[src/rtl/mem_access_unit_pkg.sv]
// rtl/mem_access_unit_pkg.sv - shared widths, size/exception codes and FSM states
// Purpose: common definitions for the MEM-stage load/store unit.
// Ports: none (package).
package mem_access_unit_pkg;

  localparam int XLEN   = 64;
  localparam int ADDR_W = 64;
  localparam int STRB_W = XLEN / 8;

  // access size codes
  localparam logic [1:0] LS_B = 2'b00;
  localparam logic [1:0] LS_H = 2'b01;
  localparam logic [1:0] LS_W = 2'b10;
  localparam logic [1:0] LS_D = 2'b11;

  // exception codes: bit1 = fault (vs misalign), bit0 = store (vs load)
  localparam logic [1:0] EXC_LD_MISALIGN = 2'b00;
  localparam logic [1:0] EXC_ST_MISALIGN = 2'b01;
  localparam logic [1:0] EXC_LD_FAULT    = 2'b10;
  localparam logic [1:0] EXC_ST_FAULT    = 2'b11;

  typedef enum logic [1:0] {
    ST_IDLE = 2'b00,
    ST_REQ  = 2'b01,
    ST_RSP  = 2'b10,
    ST_DONE = 2'b11
  } state_t;

  // natural alignment check on the low address bits
  function automatic logic is_misaligned(input logic [1:0] size, input logic [2:0] off);
    logic mis;
    case (size)
      LS_H:    mis = off[0];
      LS_W:    mis = |off[1:0];
      LS_D:    mis = |off;
      default: mis = 1'b0;
    endcase
    return mis;
  endfunction

endpackage

[src/rtl/mem_access_unit_if.sv]
// rtl/mem_access_unit_if.sv - EXE op, data-memory bus and writeback signal bundle
// Purpose: groups the handshake/bus signals of mem_access_unit.
// Ports (master = the unit, slave = its environment):
//   ls_*      op from EXE (valid/ready handshake)
//   mem_req_* request to data memory (valid/ready handshake)
//   mem_rsp_* response from data memory
//   mem_r_data/rd_data_mem_ena/mem_rd_addr  writeback
//   mem_stall, exc_valid/exc_code           pipeline control and exceptions
interface mem_access_unit_if;
  import mem_access_unit_pkg::*;

  logic              ls_valid;
  logic              ls_ready;
  logic              ls_is_load;
  logic [1:0]        ls_size;
  logic              ls_unsigned;
  logic [ADDR_W-1:0] ls_addr;
  logic [XLEN-1:0]   ls_wdata;
  logic [4:0]        ls_rd;

  logic              mem_req_valid;
  logic              mem_req_ready;
  logic              mem_req_we;
  logic [ADDR_W-1:0] mem_req_addr;
  logic [XLEN-1:0]   mem_req_wdata;
  logic [STRB_W-1:0] mem_req_wmask;
  logic              mem_rsp_valid;
  logic [XLEN-1:0]   mem_rsp_rdata;
  logic              mem_rsp_err;

  logic [XLEN-1:0]   mem_r_data;
  logic              rd_data_mem_ena;
  logic [4:0]        mem_rd_addr;
  logic              mem_stall;
  logic              exc_valid;
  logic [1:0]        exc_code;

  modport master (
    input  ls_valid, ls_is_load, ls_size, ls_unsigned, ls_addr, ls_wdata, ls_rd,
           mem_req_ready, mem_rsp_valid, mem_rsp_rdata, mem_rsp_err,
    output ls_ready, mem_req_valid, mem_req_we, mem_req_addr, mem_req_wdata,
           mem_req_wmask, mem_r_data, rd_data_mem_ena, mem_rd_addr, mem_stall,
           exc_valid, exc_code
  );

  modport slave (
    output ls_valid, ls_is_load, ls_size, ls_unsigned, ls_addr, ls_wdata, ls_rd,
           mem_req_ready, mem_rsp_valid, mem_rsp_rdata, mem_rsp_err,
    input  ls_ready, mem_req_valid, mem_req_we, mem_req_addr, mem_req_wdata,
           mem_req_wmask, mem_r_data, rd_data_mem_ena, mem_rd_addr, mem_stall,
           exc_valid, exc_code
  );

endinterface

[src/rtl/mem_access_unit_lsu_align.sv]
// rtl/mem_access_unit_lsu_align.sv - store data/strobe placement and load lane extraction
// Purpose: combinational byte-lane alignment for the load/store unit.
// Ports:
//   size_i, unsigned_i, is_load_i, off_i  access attributes and byte offset
//   wdata_i / wdata_o                    right-aligned store data / lane-shifted store data
//   wmask_o                              byte strobes (zero for loads)
//   rdata_i / ldata_o                    raw doubleword / aligned, extended load value
module lsu_align
  import mem_access_unit_pkg::*;
(
  input  logic [1:0]        size_i,
  input  logic              unsigned_i,
  input  logic              is_load_i,
  input  logic [2:0]        off_i,
  input  logic [XLEN-1:0]   wdata_i,
  input  logic [XLEN-1:0]   rdata_i,
  output logic [XLEN-1:0]   wdata_o,
  output logic [STRB_W-1:0] wmask_o,
  output logic [XLEN-1:0]   ldata_o
);

  logic [5:0]        bit_sh;
  logic [STRB_W-1:0] base_mask;
  logic [XLEN-1:0]   lane;
  logic              sx;

  assign bit_sh  = {off_i, 3'b000};
  assign wdata_o = wdata_i << bit_sh;
  assign lane    = rdata_i >> bit_sh;

  always_comb begin
    base_mask = '0;
    ldata_o   = lane;
    sx        = 1'b0;
    case (size_i)
      LS_B: begin
        base_mask = 8'h01;
        sx        = ~unsigned_i & lane[7];
        ldata_o   = {{(XLEN-8){sx}}, lane[7:0]};
      end
      LS_H: begin
        base_mask = 8'h03;
        sx        = ~unsigned_i & lane[15];
        ldata_o   = {{(XLEN-16){sx}}, lane[15:0]};
      end
      LS_W: begin
        base_mask = 8'h0F;
        sx        = ~unsigned_i & lane[31];
        ldata_o   = {{(XLEN-32){sx}}, lane[31:0]};
      end
      default: begin
        // dword: full lane, signedness is irrelevant
        base_mask = 8'hFF;
        ldata_o   = lane;
      end
    endcase
  end

  assign wmask_o = is_load_i ? '0 : (base_mask << off_i);

endmodule

[src/rtl/mem_access_unit.sv]
// rtl/mem_access_unit.sv - MEM-stage load/store engine driving the data-memory bus
// Purpose: accepts one load/store from EXE, runs a single bus transaction,
//   and returns aligned load data to writeback or raises an exception.
// Ports:
//   clk  clock, rising edge
//   rst  asynchronous active-high reset
//   bus  mem_access_unit_if.master (EXE op, memory request/response, writeback,
//        stall and exception outputs)
module mem_access_unit
  import mem_access_unit_pkg::*;
(
  input  logic              clk,
  input  logic              rst,
  mem_access_unit_if.master bus
);

  state_t            state_q;
  logic              ls_ready_q, mem_stall_q;
  logic              is_load_q, unsigned_q;
  logic [1:0]        size_q;
  logic [2:0]        off_q;
  logic [4:0]        rd_q;
  logic              mem_req_valid_q, mem_req_we_q;
  logic [ADDR_W-1:0] mem_req_addr_q;
  logic [XLEN-1:0]   mem_req_wdata_q;
  logic [STRB_W-1:0] mem_req_wmask_q;
  logic [XLEN-1:0]   mem_r_data_q;
  logic              rd_data_mem_ena_q;
  logic [4:0]        mem_rd_addr_q;
  logic              exc_valid_q;
  logic [1:0]        exc_code_q;

  // In IDLE the aligner sees the incoming op so request fields can be
  // registered on accept; afterwards it sees the latched op for load extraction.
  logic              idle;
  logic [1:0]        al_size;
  logic              al_unsigned, al_is_load;
  logic [2:0]        al_off;
  logic [XLEN-1:0]   al_wdata, al_ldata;
  logic [STRB_W-1:0] al_wmask;

  assign idle        = (state_q == ST_IDLE);
  assign al_size     = idle ? bus.ls_size     : size_q;
  assign al_unsigned = idle ? bus.ls_unsigned : unsigned_q;
  assign al_is_load  = idle ? bus.ls_is_load  : is_load_q;
  assign al_off      = idle ? bus.ls_addr[2:0] : off_q;

  lsu_align u_align (
    .size_i     (al_size),
    .unsigned_i (al_unsigned),
    .is_load_i  (al_is_load),
    .off_i      (al_off),
    .wdata_i    (bus.ls_wdata),
    .rdata_i    (bus.mem_rsp_rdata),
    .wdata_o    (al_wdata),
    .wmask_o    (al_wmask),
    .ldata_o    (al_ldata)
  );

  always_ff @(posedge clk or posedge rst) begin
    if (rst) begin
      state_q           <= ST_IDLE;
      ls_ready_q        <= 1'b1;
      mem_stall_q       <= 1'b0;
      is_load_q         <= 1'b0;
      unsigned_q        <= 1'b0;
      size_q            <= LS_B;
      off_q             <= '0;
      rd_q              <= '0;
      mem_req_valid_q   <= 1'b0;
      mem_req_we_q      <= 1'b0;
      mem_req_addr_q    <= '0;
      mem_req_wdata_q   <= '0;
      mem_req_wmask_q   <= '0;
      mem_r_data_q      <= '0;
      rd_data_mem_ena_q <= 1'b0;
      mem_rd_addr_q     <= '0;
      exc_valid_q       <= 1'b0;
      exc_code_q        <= '0;
    end else begin
      rd_data_mem_ena_q <= 1'b0;
      exc_valid_q       <= 1'b0;
      case (state_q)
        ST_IDLE: begin
          if (bus.ls_valid && ls_ready_q) begin
            is_load_q  <= bus.ls_is_load;
            unsigned_q <= bus.ls_unsigned;
            size_q     <= bus.ls_size;
            off_q      <= bus.ls_addr[2:0];
            rd_q       <= bus.ls_rd;
            if (is_misaligned(bus.ls_size, bus.ls_addr[2:0])) begin
              // no bus access; unit stays ready
              exc_valid_q <= 1'b1;
              exc_code_q  <= bus.ls_is_load ? EXC_LD_MISALIGN : EXC_ST_MISALIGN;
            end else begin
              state_q         <= ST_REQ;
              ls_ready_q      <= 1'b0;
              mem_stall_q     <= 1'b1;
              mem_req_valid_q <= 1'b1;
              mem_req_we_q    <= ~bus.ls_is_load;
              mem_req_addr_q  <= {bus.ls_addr[ADDR_W-1:3], 3'b000};
              mem_req_wdata_q <= al_wdata;
              mem_req_wmask_q <= al_wmask;
            end
          end
        end
        ST_REQ: begin
          if (bus.mem_req_ready) begin
            mem_req_valid_q <= 1'b0;
            state_q         <= ST_RSP;
          end
        end
        ST_RSP: begin
          if (bus.mem_rsp_valid) begin
            if (bus.mem_rsp_err) begin
              exc_valid_q <= 1'b1;
              exc_code_q  <= is_load_q ? EXC_LD_FAULT : EXC_ST_FAULT;
              state_q     <= ST_IDLE;
              ls_ready_q  <= 1'b1;
              mem_stall_q <= 1'b0;
            end else if (is_load_q) begin
              mem_r_data_q      <= al_ldata;
              mem_rd_addr_q     <= rd_q;
              rd_data_mem_ena_q <= 1'b1;
              state_q           <= ST_DONE;
            end else begin
              state_q     <= ST_IDLE;
              ls_ready_q  <= 1'b1;
              mem_stall_q <= 1'b0;
            end
          end
        end
        ST_DONE: begin
          state_q     <= ST_IDLE;
          ls_ready_q  <= 1'b1;
          mem_stall_q <= 1'b0;
        end
        default: state_q <= ST_IDLE;
      endcase
    end
  end

  assign bus.ls_ready        = ls_ready_q;
  assign bus.mem_stall       = mem_stall_q;
  assign bus.mem_req_valid   = mem_req_valid_q;
  assign bus.mem_req_we      = mem_req_we_q;
  assign bus.mem_req_addr    = mem_req_addr_q;
  assign bus.mem_req_wdata   = mem_req_wdata_q;
  assign bus.mem_req_wmask   = mem_req_wmask_q;
  assign bus.mem_r_data      = mem_r_data_q;
  assign bus.rd_data_mem_ena = rd_data_mem_ena_q;
  assign bus.mem_rd_addr     = mem_rd_addr_q;
  assign bus.exc_valid       = exc_valid_q;
  assign bus.exc_code        = exc_code_q;

endmodule
[src/flat_wrapper.sv]
// flat-port wrapper written by rule: the top's interface ports become plain ports
module mem_access_unit_flat import mem_access_unit_pkg::*;
  (clk, rst, bus_ls_valid, bus_ls_is_load, bus_ls_size, bus_ls_unsigned, bus_ls_addr, bus_ls_wdata, bus_ls_rd, bus_mem_req_ready, bus_mem_rsp_valid, bus_mem_rsp_rdata, bus_mem_rsp_err, bus_ls_ready, bus_mem_req_valid, bus_mem_req_we, bus_mem_req_addr, bus_mem_req_wdata, bus_mem_req_wmask, bus_mem_r_data, bus_rd_data_mem_ena, bus_mem_rd_addr, bus_mem_stall, bus_exc_valid, bus_exc_code);
  mem_access_unit_if bus_i ();
  input  logic clk;
  input  logic rst;
  input wire logic [$bits(bus_i.ls_valid)-1:0] bus_ls_valid;
  input wire logic [$bits(bus_i.ls_is_load)-1:0] bus_ls_is_load;
  input wire logic [$bits(bus_i.ls_size)-1:0] bus_ls_size;
  input wire logic [$bits(bus_i.ls_unsigned)-1:0] bus_ls_unsigned;
  input wire logic [$bits(bus_i.ls_addr)-1:0] bus_ls_addr;
  input wire logic [$bits(bus_i.ls_wdata)-1:0] bus_ls_wdata;
  input wire logic [$bits(bus_i.ls_rd)-1:0] bus_ls_rd;
  input wire logic [$bits(bus_i.mem_req_ready)-1:0] bus_mem_req_ready;
  input wire logic [$bits(bus_i.mem_rsp_valid)-1:0] bus_mem_rsp_valid;
  input wire logic [$bits(bus_i.mem_rsp_rdata)-1:0] bus_mem_rsp_rdata;
  input wire logic [$bits(bus_i.mem_rsp_err)-1:0] bus_mem_rsp_err;
  output wire logic [$bits(bus_i.ls_ready)-1:0] bus_ls_ready;
  output wire logic [$bits(bus_i.mem_req_valid)-1:0] bus_mem_req_valid;
  output wire logic [$bits(bus_i.mem_req_we)-1:0] bus_mem_req_we;
  output wire logic [$bits(bus_i.mem_req_addr)-1:0] bus_mem_req_addr;
  output wire logic [$bits(bus_i.mem_req_wdata)-1:0] bus_mem_req_wdata;
  output wire logic [$bits(bus_i.mem_req_wmask)-1:0] bus_mem_req_wmask;
  output wire logic [$bits(bus_i.mem_r_data)-1:0] bus_mem_r_data;
  output wire logic [$bits(bus_i.rd_data_mem_ena)-1:0] bus_rd_data_mem_ena;
  output wire logic [$bits(bus_i.mem_rd_addr)-1:0] bus_mem_rd_addr;
  output wire logic [$bits(bus_i.mem_stall)-1:0] bus_mem_stall;
  output wire logic [$bits(bus_i.exc_valid)-1:0] bus_exc_valid;
  output wire logic [$bits(bus_i.exc_code)-1:0] bus_exc_code;
  assign bus_i.ls_valid = bus_ls_valid;
  assign bus_i.ls_is_load = bus_ls_is_load;
  assign bus_i.ls_size = bus_ls_size;
  assign bus_i.ls_unsigned = bus_ls_unsigned;
  assign bus_i.ls_addr = bus_ls_addr;
  assign bus_i.ls_wdata = bus_ls_wdata;
  assign bus_i.ls_rd = bus_ls_rd;
  assign bus_i.mem_req_ready = bus_mem_req_ready;
  assign bus_i.mem_rsp_valid = bus_mem_rsp_valid;
  assign bus_i.mem_rsp_rdata = bus_mem_rsp_rdata;
  assign bus_i.mem_rsp_err = bus_mem_rsp_err;
  assign bus_ls_ready = bus_i.ls_ready;
  assign bus_mem_req_valid = bus_i.mem_req_valid;
  assign bus_mem_req_we = bus_i.mem_req_we;
  assign bus_mem_req_addr = bus_i.mem_req_addr;
  assign bus_mem_req_wdata = bus_i.mem_req_wdata;
  assign bus_mem_req_wmask = bus_i.mem_req_wmask;
  assign bus_mem_r_data = bus_i.mem_r_data;
  assign bus_rd_data_mem_ena = bus_i.rd_data_mem_ena;
  assign bus_mem_rd_addr = bus_i.mem_rd_addr;
  assign bus_mem_stall = bus_i.mem_stall;
  assign bus_exc_valid = bus_i.exc_valid;
  assign bus_exc_code = bus_i.exc_code;
  mem_access_unit u_core (.clk(clk), .rst(rst), .bus(bus_i));
endmodule
[config.mk]
export PLATFORM = sky130hd
export DESIGN_NAME = mem_access_unit_flat
export DESIGN_NICKNAME = d
export VERILOG_FILES = /design/src/rtl/mem_access_unit_pkg.sv /design/src/rtl/mem_access_unit_if.sv /design/src/rtl/mem_access_unit_lsu_align.sv /design/src/rtl/mem_access_unit.sv /design/src/flat_wrapper.sv
export SDC_FILE = /design/constraint.sdc
export NUM_CORES = 1
export LEC_CHECK = 0
export CAP_MARGIN = 20
export CORE_MARGIN = 2
export CORE_UTILIZATION = 41
export CTS_CLUSTER_SIZE = 40
export DETAILED_ROUTE_END_ITERATION = 10
export PLACE_DENSITY = 0.77
export SETUP_SLACK_MARGIN = 0.2
export SYNTH_ARGS = -nofsm -noshare
export SYNTH_HDL_FRONTEND = slang
export SYNTH_SLANG_ARGS = --single-unit
[constraint.sdc]
create_clock -name clk -period 7.5 [get_ports clk]
set_input_delay 1.5 -clock clk [delete_from_list [all_inputs] [get_ports clk]]
set_output_delay 1.5 -clock clk [all_outputs]
set_load 0.1 [all_outputs]
---- Yosys cells after proc, flatten, opt, wreduce, memory -nomap -nowiden ----
Cells that the tools add are included.
word-level totals
  register bits ........................... 224
  latch bits .............................. 0
  bits in writable memories ............... 0
  ROM bits ................................ 0
  input bits .............................. 207
  logic and storage cells ................. 105
  memories ................................ 0
operators by class
  add/sub/neg operators ................... 0
  multipliers ............................. 0
  divide/modulo/power cells ............... 0
  order comparisons ....................... 0
  equal/unequal tests ..................... 15
  shift-type cells ........................ 3
  multiplexer cells ....................... 47
  bitwise operators ....................... 7
  reduce and logical (&&, ||, !) cells .... 15
operators with widths
  cell                count
  $pmux 64 s3         1
  $shl 64x6->64       1
  $shr 64x6->64       1
  $mux 1              25
  $pmux 8 s3          1
  $mux 2              11
  $ne 2x2->1 const B  6
  $reduce_and 4->1    3
  $eq 2x2->1 const B  5
  $reduce_and 5->1    2
  $pmux 1 s3          3
  $mux 8              1
  $pmux 2 s4          1
  $shl 8x3->8         1
  $eq 2x1->1 const B  3
  $logic_not 2->1     2
  $not 1->1           4
  $pmux 1 s2          2
  $pmux 2 s2          1
  $reduce_bool 2->1   2
  $and 1x1->1         3
  $mux 3              1
  $ne 3x3->1 const B  1
  $reduce_and 3->1    1
  other kinds (5)     5

---- Depth between registers and ports, before layout ----
Gate-level depths: netlist (run 1).
  depth after elaboration ................. 7
  mapped depth ............................ 11
  depth with buffers taken out ............ 6

---- By module ----
A second synthesis (run 1) with hierarchy kept.
unflattened totals
  cells, all modules ...................... 1096
  area total of the unflattened synthesis .. 12523.3 sq um
by module, submodules not included
  module           instances  cells an instance  area each (sq um)  sequential area each (sq um)
  mem_access_unit  1          505                8535.7             5606.6
  lsu_align        1          591                3987.6             0.0

---- Least setup slack after synthesis (run 1) ----
Ideal clock, no wire load.
  path type ............................... input to register
  start point ............................. input bus_ls_addr[0]
  end point ............................... register u_core.mem_r_data_q[62], in the netlist u_core.bus.mem_r_data[62]
  data arrival time ....................... 3.493 ns
  data required time ...................... 7.352 ns
  path slack .............................. 3.859 ns
  cell stages on the path ................. 8
  cell sequence ........................... or3b_1 -> clkbuf_2 -> nand2_2 -> mux2_2 -> mux4_2 -> a32oi_4 -> buf_6 -> a41oi_1
between the ends
  longest elaborated chain between the ends .. 4
  elaborated cells between the ends (all ways) .. 6
  those cells by class .................... 1 x shift; 2 x mux; 3 x bitwise
RTL lines
  what                                   RTL line                                                                                           source
  start, declared                        flat_wrapper.sv:11                                                                                 input wire logic [$bits(bus_i.ls_addr)-1:0] bus_ls_addr;
  $mux 3 *                               mem_access_unit.sv:46                                                                              assign al_off = idle ? bus.ls_addr[2:0] : off_q;
  $shr 64x6->64 *                        mem_access_unit_lsu_align.sv:29                                                                    assign lane = rdata_i >> bit_sh;
  $and 1x1->1, on equally long branches  mem_access_unit_lsu_align.sv:48, mem_access_unit_lsu_align.sv:38, mem_access_unit_lsu_align.sv:43
  $pmux 64 s3 *                          mem_access_unit_lsu_align.sv:35                                                                    case (size_i)
  end signal, assigned                   mem_access_unit.sv:122                                                                             mem_r_data_q <= al_ldata;
  end, declared                          mem_access_unit.sv:27                                                                              logic [XLEN-1:0] mem_r_data_q;
Mark *: on every way between the ends. The rest lies on a longest branch, timed or not.
A chain may end at the register's enable or synchronous reset.

---- Worst setup path after layout (run 1) ----
  start point ............................. input bus_ls_addr[0]
  end point ............................... register u_core.mem_r_data_q[41], in the netlist u_core.bus.mem_r_data[41]
The elaborated chain is that of the path after synthesis.

==> flow_summary.ini, run 1 <==
[outcome]
status = completed

[clock_tree]
clockBufferDepth = 3
cts_sinks = 224
clock_latency_ns = 0.53
cts_made_buffers = 25
cts_root_buf = clkbuf_16
clkTransAtPathRegs_ns = 0.06
holdBufCountCts = 0
cts_tree = built
cts.repair.resized = 0
htree_levels = 1
postCtsSetupBuffers = 0

[floorplanning]
die_h_um = 173
core_area_sq_um = 28000
die_w_um = 173
initial_core_util_pct = 41.9
placementRows = 61
die-area_sq_um = 30000
io_pins = 420

[timing]
finalClockSkew_ns = 0.0206
fin_setup_tns_ns = 0
rsz0062_at_grt = no
setup_violations = 0
slew_headroom_pct = 26.2
min_period_over_period_pct = 67.6
finalHoldViolations = 0
slew_violations = 0
min_period_ns = 5.07
fmax_mhz = 197
tightest_slew_ns = 1.10

[critical_path]
crit_required_ns = 7.83
cpLargestDelayFamily = simple AND/OR/NAND/NOR gates
max_stage_delay_ns = 0.89
critical_path_class = in2reg
cp_max_fo = 72
end_kind = register
worstPathArrival_ns = 5.40
crit_buf_inv = 1
cpMaxStageDelayCell = a32oi_4
path_cells = clkdlybuf4s50_1 > or3b_1 > nand2_4 > mux2_2 > mux4_2 > a32oi_4 > a41oi_1
crit_path_start_kind = primary input

[synth]
synth_cell_types = 52
yosys_most_used_dff = dfrtp_1
async_flop_share_pct = 100
yosys_warnings = 0
synth_seq_area_share_pct = 47.8
synth-seq-cells = 224
avgSynthCellArea_sq_um = 10.4
syn_inst = 1128
synth_edf_count = 0
syn-cell-area_sq_um = 11700

[cells_and_area]
area_growth_pct = 44.6
layout.nets = 1694
drive_gt1_share_pct = 11.0
layout_commonest_cell = clkdlybuf4s50_1
fin_util_pct = 60.6
layout_common_cells = clkdlybuf4s50_1 (415), dfrtp_1 (223), nand2_1 (159)

[global_route]
grt_max_degree = 112
grt_pass1_wl_um = 63800
first_global_vias = 10700
grt-ovfl-total = 0
grtUsageTotal_pct = 27.1
antenna_found_initial = 1

[detailed_routing]
first_iter_violations = 1112
remaining_drc_errors = 0
viasPerCell = 5.70
routedWlPerCell_um = 22.1
firstDrtPassIters = 6
drt.antenna.violating_nets = 0
wl_um = 41700
vias = 10700

[flow_run]
drv_cap = 0

[worst_hold_path]
hp-class = reg2reg

[placement]
portBuffers = 416
hpwl_um = 30300
place.gp.congestion = 0.963
[routing by layer]
metal,vias to the layer above,track usage (%),routed length [um]
met2,604,43.0,19400
met5,-,0,0
li1,4855,-,-
met4,0,12.0,1990
met1,5158,35.1,16500
met3,128,6.82,3870
[sequential cells by signal (all words and copies together) (netlist names)]
signal and count:
u_core.bus.mem_stall 1, u_core.off_q 3, u_core.is_load_q 1, u_core.bus.mem_req_valid 1, u_core.bus.mem_req_wmask 8, u_core.bus.exc_valid 1
u_core.bus.mem_req_wdata 64, u_core.bus.mem_rd_addr 5, u_core.bus.rd_data_mem_ena 1, u_core.bus.mem_req_we 1, u_core.state_q 2, u_core.bus.mem_req_addr 61
u_core.unsigned_q 1, u_core.bus.exc_code 2, u_core.rd_q 5, u_core.size_q 2, u_core.bus.ls_ready 1, u_core.bus.mem_r_data 64
[synth_stat cells (8+ instances only)]
cell	count	area, sq um
buf_1	14	52.6
a32oi_1	8	70.1
o22ai_1	8	50.1
nor2_1	88	330
nand3_1	30	150
nand2_1	160	601
dfrtp_1	223	5580
a41oi_1	41	359
clkbuf_1	60	225
o221ai_1	8	70.1
a21oi_1	9	45.0
a31oi_1	31	194
buf_2	16	80.1
o21ai_0	62	310
mux2i_1	156	1560
o211ai_1	17	128
o31ai_1	9	67.6
mux2_2	87	980
o2bb2ai_1	9	78.8
a22o_1	27	236
[per-stage QoR]
step	cells	cell area, sq um	setup WS [ns]	hold WS, ns
floorplan	1130	11700	3.08	0.475
finish	1885	17000	2.43	0.474
global placement	1838	16100	2.06	0.460
detailed placement	1838	16100	1.98	0.469
CTS	1884	17000	2.53	0.483
global route	1885	17000	2.24	0.498
[kinds of logic (layout without fill, tap and decap cells)]
group	after synthesis	after routing	share of synthesized area, %
mux	245	245	22.0
flops	224	224	47.8
buf+inv	106	482	4.12
compound gates	250	250	15.5
simple gates	302	302	10.6
other cells	1	4	0.0320
[path summary, 6_finish.rpt]
check | startpoint | to | slack (ns) | cells past startpoint
max | bus_ls_addr[0] | u_core.bus.mem_r_data[41]$_DFFE_PP0P_ | 2.43 | 7
min | u_core.bus.mem_req_wdata[48]$_DFFE_PP0P_ | u_core.bus.mem_req_wdata[48]$_DFFE_PP0P_ | 0.47 | 2
max reg2reg | u_core.state_q[0]$_DFFE_PP0P_ | u_core.bus.mem_r_data[41]$_DFFE_PP0P_ | 3.36 | 6
min reg2reg | u_core.bus.mem_req_wdata[48]$_DFFE_PP0P_ | u_core.bus.mem_req_wdata[48]$_DFFE_PP0P_ | 0.47 | 2
max in group asynchronous | rst | u_core.bus.exc_code[1]$_DFFE_PP0P_ | 4.49 | 4
min in group asynchronous | rst | u_core.bus.rd_data_mem_ena$_DFF_PP0_ | 1.35 | 2
[cell type report]
cell class                      instances  area, sq um
Fill cell                            2323        11000
Multi-Input combinational cell        800         5700
Sequential cell                       224         5610
Timing Repair Buffer                  431         4300
Clock buffer                           32          702
Tap cell                              378          473
Clock inverter                         14          159
Inverter                                5         22.5
Antenna cell                            1         2.50
[tightest hold or removal path, delay by kind of cell (launching register included)]
kind | cells | cell delay [ns]
AO/OA/AOI/OAI | 1 | 0.06
flip-flops | 1 | 0.34
AND/OR/NAND/NOR | 1 | 0.05
Power of run 1 is left out: the tool's default activity adds up to more than one toggle a clock period on the data nets, which glitch-free logic cannot reach.
==> run 2: changes to the inputs <==
==> constraint.sdc (replaced) <==
create_clock -name clk -period 4.63 [get_ports clk]
set_input_delay 0.926 -clock clk [delete_from_list [all_inputs] [get_ports clk]]
set_output_delay 0.926 -clock clk [all_outputs]
set_load 0.1 [all_outputs]
==> flow_summary.ini, run 2 (synthesized netlist as in run 1, its figures left out) <==
[global_route]
grtUsageTotal_pct = 27.0
first_global_vias = 10600
gr-usage-met2_pct = 43.4
grt-ovfl-total = 0
grt_pass1_wl_um = 63700
use_met3_pct = 5.96
antenna_found_initial = 0
grt_util_met1_pct = 35.3
grt_busiest_layer = met2
grt_max_degree = 107

[clock_tree]
holdBufCountCts = 0
cts_tree = built
postCtsSetupBuffers = 0
clock_latency_ns = 0.52
cts.repair.resized = 0
clkTransAtPathRegs_ns = 0.06
cts_root_buf = clkbuf_16
cts_made_buffers = 26
clockBufferDepth = 3
cts_sinks = 224
htree_levels = 1

[detailed_routing]
vias = 10700
firstDrtPassIters = 6
wl_um = 41600
remaining_drc_errors = 0
drt.antenna.violating_nets = 0
routedWlPerCell_um = 22.0
first_iter_violations = 967
viasPerCell = 5.65

[critical_path]
cp_max_fo = 32
reg2reg_from = u_core.state_q[0]$_DFFE_PP0P_
crit_path_start_kind = primary input
rrSetupSlack_ns = 1.32
cp-startpoint = bus_ls_addr[0]
critical_path_class = in2reg
crit_required_ns = 4.97
end_kind = register
worstPathArrival_ns = 3.81

[timing]
slew_headroom_pct = 27.3
fmax_mhz = 288
finalHoldViolations = 0
rsz0062_at_grt = no
finalClockSkew_ns = 0.0121
fin_setup_tns_ns = 0
tightest_slew_ns = 1.09
min_period_over_period_pct = 74.9
min_period_ns = 3.47
setup_violations = 0
slew_violations = 0

[worst_hold_path]
hp-class = reg2reg
min_from = u_core.bus.mem_req_wdata[15]$_DFFE_PP0P_

[cells_and_area]
layout.nets = 1705
layout_commonest_cell = clkdlybuf4s50_1
layout_common_cells = clkdlybuf4s50_1 (415), dfrtp_1 (223), nand2_1 (159)
diodes = 0
area_growth_pct = 46.2
drive_gt1_share_pct = 11.6

[floorplanning]
io_pins = 420
die-area_sq_um = 30000
die_h_um = 173
initial_core_util_pct = 41.9
placementRows = 61
core_area_sq_um = 28000
die_w_um = 173

[placement]
place.gp.congestion = 0.995
hpwl_um = 30800
portBuffers = 416

[flow_run]
drv_cap = 0

[outcome]
status = completed
run 2: changes by cell type in the layout (fill, tap and decap cells not counted), sizes merged:
cell and change:
diode -1, buf +10, clkinv -2, clkinvlp -3
clkbuf +7
run 2: cell type report:
cell class / instances / area (sq um)
fill: 2309 / 10800
multi-input combinational: 800 / 5700
sequential: 224 / 5610
timing repair buffer: 441 / 4420
clock buffer: 39 / 811
tap: 378 / 473
clock inverter: 9 / 134
inverter: 5 / 22.5
run 2: final timing paths:
check,to,depth (start not counted)
worst min register to register,u_core.bus.mem_req_wdata[15]$_DFFE_PP0P_,2
worst max register to register,u_core.bus.mem_r_data[34]$_DFFE_PP0P_,6
worst min-delay path,u_core.bus.mem_req_wdata[15]$_DFFE_PP0P_,2
worst max-delay path,u_core.bus.mem_r_data[34]$_DFFE_PP0P_,8
min in group asynchronous,u_core.bus.mem_rd_addr[0]$_DFFE_PP0P_,2
max in group asynchronous,u_core.bus.mem_r_data[7]$_DFFE_PP0P_,3
run 2: layer usage:
metal	vias to the layer above	routed length, um	part of all wire (%)
met5	-	0	0
met4	0	1850	4.4
met3	96	3280	7.9
met2	539	19500	47
met1	5198	17000	41
li1	4872	-	-
run 2: critical path, cell delays in order:
cell and delay (ns):
clkdlybuf4s50_1 0.54, or3b_1 0.48, and2_2 0.26, mux2_4 0.30, mux4_2 0.51, a32oi_4 0.22, buf_4 0.38, a41oi_1 0.18
run 2: metrics by stage:
step           hold WS (ns)  util (%)  cells  setup slack [ns]  instance area, sq um
2_1_floorplan         0.475         -   1130             0.781                 11700
3_3_place_gp          0.462      57.9   1847             0.728                 16200
3_5_place_dp          0.466      57.9   1847             0.656                 16200
4_1_cts               0.480      61.2   1895              1.21                 17200
5_1_grt               0.501      61.3   1896              1.05                 17200
6_report              0.475      61.3   1896              1.16                 17200
Power of run 2 is left out for the same reason.
